==> config.mk <==
export PLATFORM = sky130hd
export DESIGN_NAME = cnt_tk1_schedule
export DESIGN_NICKNAME = d
export VERILOG_FILES = /design/src/rtl/cnt_tk1_schedule.sv
export SDC_FILE = /design/constraint.sdc
export NUM_CORES = 1
export LEC_CHECK = 0
export ABC_AREA = 1
export BUFFER_PORTS_ARGS = -buffer_cell sky130_fd_sc_hd__buf_2
export CAP_MARGIN = 10
export CORE_UTILIZATION = 40
export DETAILED_ROUTE_END_ITERATION = 12
export PLACE_DENSITY = 0.67
export RECOVER_POWER = 100
export SLEW_MARGIN = 20
export SYNTH_ARGS = -nofsm -noshare
export SYNTH_HDL_FRONTEND = slang
export SYNTH_SLANG_ARGS = --single-unit
==> constraint.sdc <==
create_clock -name clk -period 4.2 [get_ports clk]
set_clock_uncertainty 0.2 [all_clocks]
set_input_delay 1.26 -clock clk [delete_from_list [all_inputs] [get_ports clk]]
set_output_delay 1.26 -clock clk [all_outputs]
set_load 0.01 [all_outputs]
==> src/rtl/cnt_tk1_schedule.sv <==
// rtl/cnt_tk1_schedule.sv - Romulus-N block counter LFSR and TK1 round tweakey streamer.
// Optional sticky counter-wrap detection is built when CNT_TK1_WRAP_EN is defined.
module cnt_tk1_schedule #(
  parameter int ROUNDS = 40,
  parameter int UNROLL = 1
) (
  input  logic                  clk,
  input  logic                  rst_n,
  input  logic                  cnt_load,
  input  logic [55:0]           cnt_in,
  input  logic                  cnt_init,
  input  logic                  cnt_inc,
  output logic [55:0]           cnt_out,
  input  logic [7:0]            domain,
  input  logic                  start,
  output logic                  ready,
  output logic [64*UNROLL-1:0]  rtk,
  output logic                  rtk_valid,
  input  logic                  rtk_ready,
  output logic                  rtk_last,
  output logic                  cnt_wrap
);

  localparam int IDXW = $clog2(ROUNDS + 1);

  typedef enum logic {S_IDLE, S_RUN} state_e;

  state_e          state_q, state_d;
  logic [127:0]    tk_q, tk_d;
  logic [IDXW-1:0] idx_q, idx_d;
  logic [55:0]     cnt_q, cnt_d, cnt_step;
  logic            start_ok, start_acc, last_idx;
  logic [127:0]    stage [UNROLL+1];
  logic [127:0]    tk_init;
  logic [64*UNROLL-1:0] rtk_all;

  // new[i] = old[P[i]], P = 9,15,8,13,10,14,12,11,0..7; byte 0 sits at [127:120]
  function automatic logic [127:0] pt(input logic [127:0] s);
    pt = {s[55:48], s[7:0], s[63:56], s[23:16], s[47:40], s[15:8], s[31:24], s[39:32],
          s[127:64]};
  endfunction

  function automatic logic [55:0] lfsr_step(input logic [55:0] c);
    lfsr_step = {c[54:0], 1'b0} ^ (c[55] ? 56'h95 : 56'h0);
  endfunction

`ifdef CNT_TK1_WRAP_EN
  logic wrap_q, wrap_d;
  assign start_ok = !wrap_q;
  assign cnt_wrap = wrap_q;
`else
  assign start_ok = 1'b1;
  assign cnt_wrap = 1'b0;
`endif

  assign start_acc = (state_q == S_IDLE) && start_ok && start;
  assign last_idx  = (idx_q == IDXW'(ROUNDS - UNROLL));

  always_comb begin
    stage[0] = tk_q;
    for (int k = 0; k < UNROLL; k++) stage[k+1] = pt(stage[k]);
    rtk_all = '0;
    for (int k = 0; k < UNROLL; k++) rtk_all[64*(UNROLL-k)-1 -: 64] = stage[k][127:64];
  end

  always_comb begin
    tk_init = '0;
    for (int i = 0; i < 7; i++) tk_init[127-8*i -: 8] = cnt_q[8*i +: 8];
    tk_init[71:64] = domain;
  end

  // Counter commands only act in IDLE; a same-cycle start already captured the old value
  always_comb begin
    cnt_d    = cnt_q;
    cnt_step = lfsr_step(cnt_q);
`ifdef CNT_TK1_WRAP_EN
    wrap_d   = wrap_q;
`endif
    if (state_q == S_IDLE) begin
      if (cnt_load) begin
        cnt_d = cnt_in;
`ifdef CNT_TK1_WRAP_EN
        wrap_d = 1'b0;
`endif
      end else if (cnt_init) begin
        cnt_d = 56'h1;
`ifdef CNT_TK1_WRAP_EN
        wrap_d = 1'b0;
`endif
      end else if (cnt_inc) begin
        cnt_d = cnt_step;
`ifdef CNT_TK1_WRAP_EN
        if (cnt_step == 56'h1) wrap_d = 1'b1;
`endif
      end
    end
  end

  always_ff @(posedge clk or negedge rst_n) begin
    if (!rst_n) begin
      state_q <= S_IDLE;
      tk_q    <= '0;
      idx_q   <= '0;
      cnt_q   <= 56'h1;
`ifdef CNT_TK1_WRAP_EN
      wrap_q  <= 1'b0;
`endif
    end else begin
      state_q <= state_d;
      tk_q    <= tk_d;
      idx_q   <= idx_d;
      cnt_q   <= cnt_d;
`ifdef CNT_TK1_WRAP_EN
      wrap_q  <= wrap_d;
`endif
    end
  end

  always_comb begin
    state_d = state_q;
    tk_d    = tk_q;
    idx_d   = idx_q;
    case (state_q)
      S_IDLE: begin
        if (start_acc) begin
          tk_d    = tk_init;
          idx_d   = '0;
          state_d = S_RUN;
        end
      end
      S_RUN: begin
        if (rtk_ready) begin
          tk_d  = stage[UNROLL];
          idx_d = idx_q + IDXW'(UNROLL);
          if (last_idx) state_d = S_IDLE;
        end
      end
      default: state_d = S_IDLE;
    endcase
  end

  always_comb begin
    ready     = (state_q == S_IDLE) && start_ok;
    rtk_valid = (state_q == S_RUN);
    rtk_last  = (state_q == S_RUN) && last_idx;
    rtk       = (state_q == S_RUN) ? rtk_all : '0;
    cnt_out   = cnt_q;
  end

endmodule

==> summary.txt, run 1 <==
Run status
  • Outcome: finished with violations
  • Violated checks: capacitance limit, slew limit

STA
  • Final Max Tran Viols: 134
  • Final setup viols: 0
  • RSZ-0062 raised after global routing: false
  • Highest clock rate: 0.278 GHz
  • Hold Slack: between 0.3 and 0.4 ns
  • Worst Slack Setup Final: 0.607 ns
  • Slew @ Worst Pin: 1.93 ns
  • Tcrit/Tclk final: between 80% and 90%
  • Post-layout min period: around 3.6 ns
  • Setup TNS: 0 ns
  • Hold Vio Cnt, Final: 0
  • Slew headroom: -28.8%

Power
  • VDD IR-drop max: 257 uV
  • Pwr dens: ~710 mW/mm^2
  • Clock share of power: a little over a fifth
  • Power share of the sequential group: between 40% and 50%
  • Switching power: between 0.003 and 0.004 W
  • Logic pwr share: 33.7%
  • Internal power: approximately 0.0045 W
  • Pleak: between 5 and 6 nW
  • Total chip power: ~0.0077 W
  • Sw Share: 41.1%

Synthesis
  • Mapped Cells: between 1000 and 1500
  • Top cells by area, synth: dfrtp_1, nand2_1, inv_1
  • Ys async rst share: 100%
  • Post-synthesis sequential area ratio: 48.5%
  • Post-synthesis compound-gate area fraction: 9.22%
  • Primary FF master, synth: dfrtp_1
  • FF+latch count, synth: between 150 and 200
  • Number of synthesized flops with an enable pin: 0
  • Syn nets: between 1000 and 1500
  • Synth warn: 0
  • Syn avg cell area: roughly 7.4 sq um
  • Cell type with the largest total area after synthesis: dfrtp_1
  • Post-synthesis xor/xnor area fraction: 0%
  • Share of Yosys cell area claimed by the top area cell type: 48.2%
  • Largest family of logic cells by synthesized area: simple AND/OR/NAND/NOR gates
  • Netlist Area Pre-Place: a little under 0.01 sq mm
  • Cell variety after synth: 24
  • Post-synthesis adder-cell area fraction: 0.127%
  • Simple-gate area share of the yosys netlist: 26.0%
  • Count leader, synth: nand2_1
  • Proportion of synthesized area in mux cells: 0%
  • Post-synth top cells: nand2_1, dfrtp_1, inv_1

GRT
  • GRT overflow: 0
  • Global-route wire length before repair: 42000 um
  • All-Layer GR Usage: a little over a fifth
  • Largest net degree at the start of global routing: between 80 and 90
  • Via count of the first global-routing pass: about 7800
  • Antenna violations before repair: 0

Job
  • MaxCap Viol Count: 2

Floorplanning
  • Die area: about 0.025 sq mm
  • Row count: 57
  • DIE HEIGHT: 159 um
  • Core area: 0.0242 sq mm
  • DIE WIDTH: about 160 um
  • Initial Util: between 40% and 50%
  • IO Pins: between 150 and 200

Clock tree
  • Clock Sinks: 191
  • Clock Latency Late Sink: between 0.4 and 0.5 ns
  • CTS tree: yes
  • Max clock buf depth: 2
  • Depth of the CTS H-tree: 4
  • Post-cts resize count: 0
  • Reg clk slew, reported paths: ~0.070 ns
  • Root Driver: clkbuf_16
  • Count of hold-fix buffers inserted at cts: 0
  • Num CTS Buffers: 17
  • Setup bufs post-CTS: 0

Routing
  • DR DRC count: 0
  • Vias/cell: ~4.7
  • Antenna Nets Post-Route: 0
  • Routed via count: between 8000 and 9000
  • Drt initial violations: between 500 and 600
  • DRT Pass-1 Iters: 5
  • Per-cell routed wire length: between 10 and 15 um
  • Final WL: between 20000 and 30000 um

Worst setup path
  • CP max-delay cell: dfrtp_4
  • Cell Chain, Critical Path: inv_4 > nor2_1 > clkbuf_1
  • WP data arrival: roughly 2.1 ns
  • Crit Path Class: reg2out
  • Crit end category: primary output
  • Peak per-stage delay on the critical path: 1.00 ns
  • CP required: roughly 2.7 ns
  • Setup crit start kind: flop
  • Worst-path fanout max: between 80 and 90

Final layout
  • Diode count: 0
  • Filler instances: ~2500
  • Final net count: ~1500
  • Seq. cell area: around 0.0048 sq mm
  • Final Util: ~45%
  • Multi-input gate area: around 0.0035 sq mm
  • Layout cell share with drive strength beyond 1: about 8.4%
  • P&R area growth vs syn: 9.54%

Place
  • HPWL after DPL: around 18000 um
  • Final RePlAce weighted congestion: between 0.8 and 0.9
  • # port buffers: 193
  • Place WS: 0.942 ns

Hold path
  • Type of the worst min-delay path: reg2reg
-- path summary, 6_finish.rpt --
| check | from | to | slack (ns) | depth (start not counted) |
|---|---|---|---|---|
| worst max-delay path | rtk_valid$_DFF_PN0_ | rtk_last | 0.61 | 3 |
| max in group asynchronous | rst_n | tk_q[61]$_DFFE_PN0P_ | 0.72 | 2 |
| worst min-delay path | tk_q[58]$_DFFE_PN0P_ | tk_q[58]$_DFFE_PN0P_ | 0.31 | 2 |
| worst max register to register | rtk_valid$_DFF_PN0_ | tk_q[65]$_DFFE_PN0P_ | 0.68 | 6 |
| worst min register to register | tk_q[58]$_DFFE_PN0P_ | tk_q[58]$_DFFE_PN0P_ | 0.31 | 2 |
| min in group asynchronous | rst_n | tk_q[84]$_DFFE_PN0P_ | 1.15 | 1 |
-- area by class of cell --
type / count / area share, %
timing repair buffer: 203 / 8.41
tap: 324 / 3.75
clock buffer: 21 / 4.35
inverter: 169 / 5.89
sequential: 191 / 44.3
multi-input combinational: 831 / 32.1
clock inverter: 11 / 1.22
-- placed cells by master, fill, tap and decap left out, types with 4 or more instances in the layout --
cell / count
o22ai_1: 30
clkinv_4: 4
nand3_1: 44
buf_2: 70
dfrtp_1: 189
buf_4: 5
inv_1: 168
o21ai_0: 131
clkbuf_16: 17
nand2_1: 604
nor2_1: 8
clkbuf_1: 123
-- state kept, by name, indices dropped and copies added, names as in the netlist --
register   flops
rtk_valid      1
tk_q         128
cnt_out       56
idx_q          6
-- per-layer routing --
layer  track usage [%]  up-vias  routed length [um]
li1                  -     4140                   -
met1              31.0     3843               12900
met2              31.8      233               11700
met3              3.70       28                1220
met4              6.16        0                 361
met5                 0        -                   0
-- critical path: cells and delay by family, from the launching register on --
family,cells,cell delay [ns]
flops,1,1.00
buf+inv,2,0.50
simple gates,1,0.18
-- kinds of logic (layout without fill, tap and decap cells) --
family                     after synthesis  count (layout)
AOI/OAI and AO/OA                      167             167
other                                    1               1
adders and majority gates                1               1
buffers and inverters                  312             404
DFF                                    191             191
and+or+nand+nor                        662             662
-- through the flow --
stage,cells,cell area [sq um]
global placement,1718,10400
floorplan,1334,9860
detailed placement,1718,10400
global route,1750,10800
CTS,1750,11000
finish,1750,10800
-- power by group through the flow --
stage / sequential, W / combinational (W) / clock, W
after floorplan: 0.00330 / 0.00208 / 0
after global placement: 0.00345 / 0.00275 / 0
after detailed placement: 0.00347 / 0.00279 / 0
after CTS: 0.00344 / 0.00281 / 0.00167
after global routing: 0.00356 / 0.00296 / 0.00175
final: 0.00345 / 0.00259 / 0.00165
Note: power is estimated with default switching activity, not from simulation.
==> inputs of run 2 (changes only) <==
--- a/config.mk
+++ b/config.mk
@@ -5,13 +5,13 @@
 export SDC_FILE = /design/constraint.sdc
 export NUM_CORES = 1
 export LEC_CHECK = 0
-export ABC_AREA = 1
 export BUFFER_PORTS_ARGS = -buffer_cell sky130_fd_sc_hd__buf_2
 export CAP_MARGIN = 10
 export CORE_UTILIZATION = 40
 export DETAILED_ROUTE_END_ITERATION = 12
-export PLACE_DENSITY = 0.67
+export PLACE_DENSITY = 0.68
 export RECOVER_POWER = 100
+export SKIP_LAST_GASP = 1
 export SLEW_MARGIN = 20
 export SYNTH_ARGS = -nofsm -noshare
 export SYNTH_HDL_FRONTEND = slang
==> run 2 against run 1 <==
Against the previous run:
- design area is 4.5% lower
- area after synthesis down 6.2%
- sequential power decreased by 29%
- worst hold slack worse by 0.034 ns
- largest cell class unchanged
- wire length is 6.0% lower
- non-clock buffer count increased by 4
- flip-flop and latch count is the same
- critical path depth stayed put
- the flow still finishes with violations (capacitance limit, slew limit)
- clock power down 7%
==> summary.txt, run 2 <==
Run status
  • Outcome: finished with violations
  • Violated checks: capacitance limit, slew limit

Clock tree
  • Max clock buf depth: 2
  • Count of hold-fix buffers inserted at cts: 0
  • Clock Latency Late Sink: around 0.42 ns
  • Clock Sinks: ~190
  • Reg clk slew, reported paths: 0.07 ns
  • Post-cts resize count: 0
  • Setup bufs post-CTS: 0
  • Root Driver: clkbuf_16
  • Depth of the CTS H-tree: 4
  • Num CTS Buffers: 17
  • CTS tree: yes

Floorplanning
  • Die area: between 0.02 and 0.025 sq mm
  • DIE HEIGHT: about 150 um
  • Initial Util: between 40% and 50%
  • DIE WIDTH: between 150 and 200 um
  • IO Pins: 195
  • Core area: ~0.023 sq mm
  • Row count: between 50 and 60

Job
  • MaxCap Viol Count: 3

STA
  • Slew @ Worst Pin: about 1.8 ns
  • Tcrit/Tclk final: between 80% and 90%
  • RSZ-0062 raised after global routing: false
  • Highest clock rate: 0.277 GHz
  • Post-layout min period: 3.61 ns
  • Hold Vio Cnt, Final: 0
  • Setup TNS: 0 ns
  • Final setup viols: 0
  • Slew headroom: -19.3%
  • Final Max Tran Viols: 157

GRT
  • Via count of the first global-routing pass: about 6700
  • Antenna violations before repair: 0
  • GRT overflow: 0
  • Met3 usage: about 4.8%
  • Met2 Track Usage GR: 30.8%
  • GRT met1 Usage: 31.6%
  • Layer with the highest usage: met1
  • Largest net degree at the start of global routing: 193
  • Global-route wire length before repair: just under 40000 um
  • All-Layer GR Usage: around a fifth

Synthesis
  • Number of synthesized flops with an enable pin: 0
  • Mapped Cells: roughly 910
  • Cell variety after synth: 31
  • Top cells by area, synth: dfrtp_1, o21ai_0, mux2i_1
  • Syn nets: 983
  • Cell type with the largest total area after synthesis: dfrtp_1
  • Share of Yosys cell area claimed by the top area cell type: 51.4%
  • Post-synthesis sequential area ratio: between 50 and 60%
  • Post-synth top cells: dfrtp_1, o21ai_0, nand2_1
  • Count leader, synth: dfrtp_1
  • Syn avg cell area: 10.2 sq um
  • Netlist Area Pre-Place: between 0.009 and 0.01 sq mm
  • Primary FF master, synth: dfrtp_1
  • Synth warn: 0
  • FF+latch count, synth: between 150 and 200
  • Ys async rst share: between 90% and 100%

Final layout
  • Max reg flops: 128
  • Final net count: 1063
  • Most frequent cells in the layout: dfrtp_1, o21ai_0, buf_2, clkbuf_1, nand2_1
  • Layout cell share with drive strength beyond 1: 14.3%
  • Fin cells: roughly 1300
  • Final Util: between 40% and 50%
  • Most common cell after layout, fill and taps aside: dfrtp_1
  • Diode count: 0
  • P&R area growth vs syn: 11.5%
  • Filler instances: between 2000 and 2500
  • Top reg by flops: tk_q

Worst setup path
  • Setup crit start kind: flop
  • Worst-path fanout max: 43
  • Crit end category: primary output
  • WP data arrival: 2.15 ns
  • CP required: roughly 2.7 ns
  • Crit Path Class: reg2out

Routing
  • Vias/cell: between 5 and 6
  • Drt initial violations: between 500 and 600
  • Routed via count: around 7000
  • Final WL: roughly 25000 um
  • Antenna Nets Post-Route: 0
  • DR DRC count: 0
  • DRT Pass-1 Iters: 6
  • Per-cell routed wire length: 19.1 um

Power
  • Pwr dens: approximately 460 mW/mm^2
  • Pleak: roughly 5 nW
  • VDD IR-drop max: between 200 and 250 uV

Place
  • Cells after DPL: roughly 1300
  • # port buffers: 193
  • Final RePlAce weighted congestion: between 0.8 and 0.9
  • HPWL after DPL: around 17000 um

Hold path
  • Type of the worst min-delay path: reg2reg
## run 2: cell count changes after synthesis, moves of 65 or more
cell | previous run | this run
nand2_1 | 604 | 71
inv_1 | 167 | 2
o21ai_0 | 97 | 177
mux2i_1 | 0 | 67
a22o_1 | 0 | 65
and2_1 | 0 | 65
## run 2: area by class of cell
type | count | area (sq um) | share of cell area [%]
Tap cell | 285 | 357 | 3.46
Clock inverter | 14 | 119 | 1.15
Timing Repair Buffer | 207 | 1000 | 9.74
Clock buffer | 18 | 439 | 4.26
Sequential cell | 191 | 4780 | 46.4
Multi-Input combinational cell | 572 | 3610 | 35.0
Inverter | 2 | 7.51 | 0.0727
## run 2: stage by stage
| step | hold WS [ns] | total power [W] | setup slack (ns) | area (sq um) |
|---|---|---|---|---|
| 3_5_place_dp | 0.264 | 0.00332 | 1.03 | 9920 |
| 5_1_grt | 0.305 | 0.00503 | 0.463 | 10300 |
| 2_1_floorplan | 0.242 | 0.00299 | 1.37 | 9260 |
| 4_1_cts | 0.280 | 0.00487 | 0.797 | 10500 |
| 6_report | 0.277 | 0.00479 | 0.591 | 10300 |
| 3_3_place_gp | 0.254 | 0.00330 | 1.07 | 9920 |
## run 2: per-layer routing
layer  up-vias  wire [um]  part of all wire (%)
met2       252      10900                    44
met4         0        325                   1.3
met3        20       1550                   6.3
li1       3292          -                     -
met1      3458      11900                    48
met5         -          0                     0
## run 2: final timing paths
path	to	from	cells after the start	slack, ns
max	rtk[32]	rtk_valid$_DFF_PN0_	3	0.59
min	tk_q[124]$_DFFE_PN0P_	tk_q[124]$_DFFE_PN0P_	2	0.28
max reg2reg	cnt_out[0]$_DFFE_PN1P_	rtk_valid$_DFF_PN0_	3	1.06
min reg2reg	tk_q[124]$_DFFE_PN0P_	tk_q[124]$_DFFE_PN0P_	2	0.28
max in group asynchronous	tk_q[7]$_DFFE_PN0P_	rst_n	2	0.95
min in group asynchronous	cnt_out[12]$_DFFE_PN0P_	rst_n	1	1.10
## run 2: critical path, cell delays in order (launching register included)
cell and delay (ns):
dfrtp_4 0.79, clkbuf_1 0.49, and2_0 0.27, buf_2 0.16
## run 2: cells by family (layout without fill, tap and decap cells)
group | count (synthesis) | count (layout) | share of synthesized area, %
AOI/OAI and AO/OA | 300 | 300 | 19.0
xor gates and xnor gates | 3 | 3 | 0.284
adders and majority gates | 1 | 1 | 0.135
buffers and inverters | 148 | 241 | 9.23
DFF | 191 | 191 | 51.6
muxes | 69 | 69 | 7.61
other | 1 | 1 | 0.0405
and+or+nand+nor | 198 | 198 | 12.0
## run 2: report_power, final
part / internal, W / leakage [nW] / switching, W
sequential: 0.00213 / 2.54 / 0.000311
clock: 0.000832 / 0.276 / 0.000710
combinational: 0.000375 / 2.16 / 0.000439
total: 0.00333 / 4.98 / 0.00146
==> inputs of run 3 (changes only) <==
--- a/config.mk
+++ b/config.mk
@@ -9,7 +9,7 @@
 export CAP_MARGIN = 10
 export CORE_UTILIZATION = 40
 export DETAILED_ROUTE_END_ITERATION = 12
-export PLACE_DENSITY = 0.68
+export PLACE_DENSITY_LB_ADDON = 0.05
 export RECOVER_POWER = 100
 export SKIP_LAST_GASP = 1
 export SLEW_MARGIN = 20
==> constraint.sdc (replaced) <==
create_clock -name clk -period 3.6 [get_ports clk]
set_clock_uncertainty 0.2 [all_clocks]
set_input_delay 1.08 -clock clk [delete_from_list [all_inputs] [get_ports clk]]
set_output_delay 1.08 -clock clk [all_outputs]
set_load 0.01 [all_outputs]
==> run 3 against run 2 <==
Against the previous run:
- the run still ends with capacitance limit, slew limit left
- clock-buffer cell count up 2
- final cell count up 0.16%
- sequential share of layout area is 0.40 points lower
- first-iteration DRC count is 22% lower
- worst hold slack gained 0.0046 ns
- setup slack got worse by 0.082 ns
- critical path depth is 1 higher
- critical path type unchanged
- largest power group unchanged
==> summary.txt, run 3 (same netlist as run 2, synthesis figures left out) <==
Place
  • HPWL after DPL: roughly 17000 um
  • Final RePlAce weighted congestion: approximately 0.79
  • Place WS: approximately 0.73 ns
  • Cells after DPL: roughly 1300
  • # port buffers: a little under 200

Worst setup path
  • CP required: around 2.3 ns
  • Worst-path fanout max: 23
  • Setup crit start kind: flop
  • Crit end category: primary output
  • Crit Path Class: reg2out
  • WP data arrival: around 1.8 ns

Power
  • Pwr dens: approximately 560 mW/mm^2
  • Pleak: 5.01 nW
  • Clock share of power: between 30% and 40%
  • Logic pwr share: ~16%
  • Switching power: roughly 0.0017 W
  • Total chip power: 0.00585 W
  • Power share of the sequential group: between 40% and 50%
  • Internal power: ~0.004 W
  • VDD IR-drop max: around 280 uV
  • Sw Share: ~30%

GRT
  • Largest net degree at the start of global routing: ~150
  • Antenna violations before repair: 1
  • Global-route wire length before repair: between 30000 and 40000 um
  • GRT overflow: 0
  • All-Layer GR Usage: between 20% and 30%
  • Via count of the first global-routing pass: around 6600

Floorplanning
  • DIE HEIGHT: ~150 um
  • Row count: between 50 and 60
  • IO Pins: roughly 200
  • DIE WIDTH: approximately 150 um
  • Die area: between 0.02 and 0.025 sq mm
  • Initial Util: a little over 40%
  • Core area: 0.0226 sq mm

Routing
  • DRT Pass-1 Iters: 5
  • Antenna Nets Post-Route: 0
  • DR DRC count: 0
  • Routed via count: 6841
  • Vias/cell: ~5.3
  • Drt initial violations: between 400 and 500
  • Final WL: 25800 um
  • Per-cell routed wire length: 19.9 um

STA
  • Hold Vio Cnt, Final: 0
  • Slew @ Worst Pin: ~1.8 ns
  • Slew headroom: -16.8%
  • Tcrit/Tclk final: between 80% and 90%
  • Final setup viols: 0
  • Worst Slack Setup Final: approximately 0.51 ns
  • RSZ-0062 raised after global routing: false
  • Highest clock rate: 0.324 GHz
  • Final Max Tran Viols: between 80 and 90
  • Setup TNS: 0 ns
  • Post-layout min period: 3.09 ns

Clock tree
  • CTS tree: yes
  • Root Driver: clkbuf_16
  • Clock Sinks: approximately 190
  • Setup bufs post-CTS: 0
  • Num CTS Buffers: 17
  • Depth of the CTS H-tree: 4
  • Clock Latency Late Sink: around 0.43 ns
  • Count of hold-fix buffers inserted at cts: 0
  • Post-cts resize count: 0
  • Reg clk slew, reported paths: 0.07 ns
  • Max clock buf depth: 2

Final layout
  • Fin cells: approximately 1300
  • Most frequent cells in the layout: dfrtp_1, o21ai_0, clkbuf_1
  • P&R area growth vs syn: 12.5%
  • Layout cell share with drive strength beyond 1: between 10 and 15%
  • Filler instances: between 2000 and 2500
  • Top reg by flops: tk_q
  • Most common cell after layout, fill and taps aside: dfrtp_1
  • Final net count: 1064
  • Max reg flops: between 100 and 150
  • Final Util: between 40 and 50%

Hold path
  • Type of the worst min-delay path: reg2reg

Job
  • MaxCap Viol Count: 2

Run status
  • Violated checks: capacitance limit, slew limit
  • Outcome: finished with violations
==> run 3: layer usage <==
layer	up-vias	routed length, um	track usage (%)
met1	3334	13800	36.1
met2	183	10700	30.0
met3	19	987	3.10
li1	3305	-	-
met5	-	0	0
met4	0	259	5.24
==> run 3: area by class of cell <==
cell class	count	area (sq um)	share of cell area, %
timing repair buffer	208	1000	9.65
sequential	191	4780	46.0
antenna	1	2.50	0.0240
clock inverter	12	183	1.75
clock buffer	20	457	4.39
multi-input combinational	572	3610	34.7
inverter	2	7.51	0.0721
tap	285	357	3.43
==> run 3: per-stage QoR <==
stage	hold slack, ns	area, sq um
3_3_place_gp	0.266	9940
6_report	0.282	10400
2_1_floorplan	0.242	9260
3_5_place_dp	0.271	9940
4_1_cts	0.283	10600
5_1_grt	0.307	10400
==> run 3: critical path: stages, from the launching register on <==
cell      delay, ns
dfrtp_4        0.59
buf_4          0.32
inv_1          0.09
nor3_1         0.20
clkbuf_1       0.17
==> run 3: worst paths after layout <==
kind	start	endpoint	slack [ns]	depth (start not counted)
hold / removal	idx_q[5]$_DFFE_PN0P_	idx_q[5]$_DFFE_PN0P_	0.28	1
min in group asynchronous	rst_n	idx_q[2]$_DFFE_PN0P_	0.81	1
hold reg to reg	idx_q[5]$_DFFE_PN0P_	idx_q[5]$_DFFE_PN0P_	0.28	1
max in group asynchronous	rst_n	tk_q[40]$_DFFE_PN0P_	0.67	2
setup reg to reg	rtk_valid$_DFF_PN0_	cnt_out[0]$_DFFE_PN1P_	0.55	3
setup / recovery	rtk_valid$_DFF_PN0_	rtk_last	0.51	4
==> run 3: power groups by stage <==
stage                     Sequential [W]  Combinational (W)  Clock (W)
after floorplan                  0.00274           0.000753          0
after global placement           0.00289           0.000982          0
after detailed placement         0.00288            0.00100          0
after CTS                        0.00284            0.00100    0.00210
after global routing             0.00289            0.00107    0.00218
final                            0.00285           0.000941    0.00206
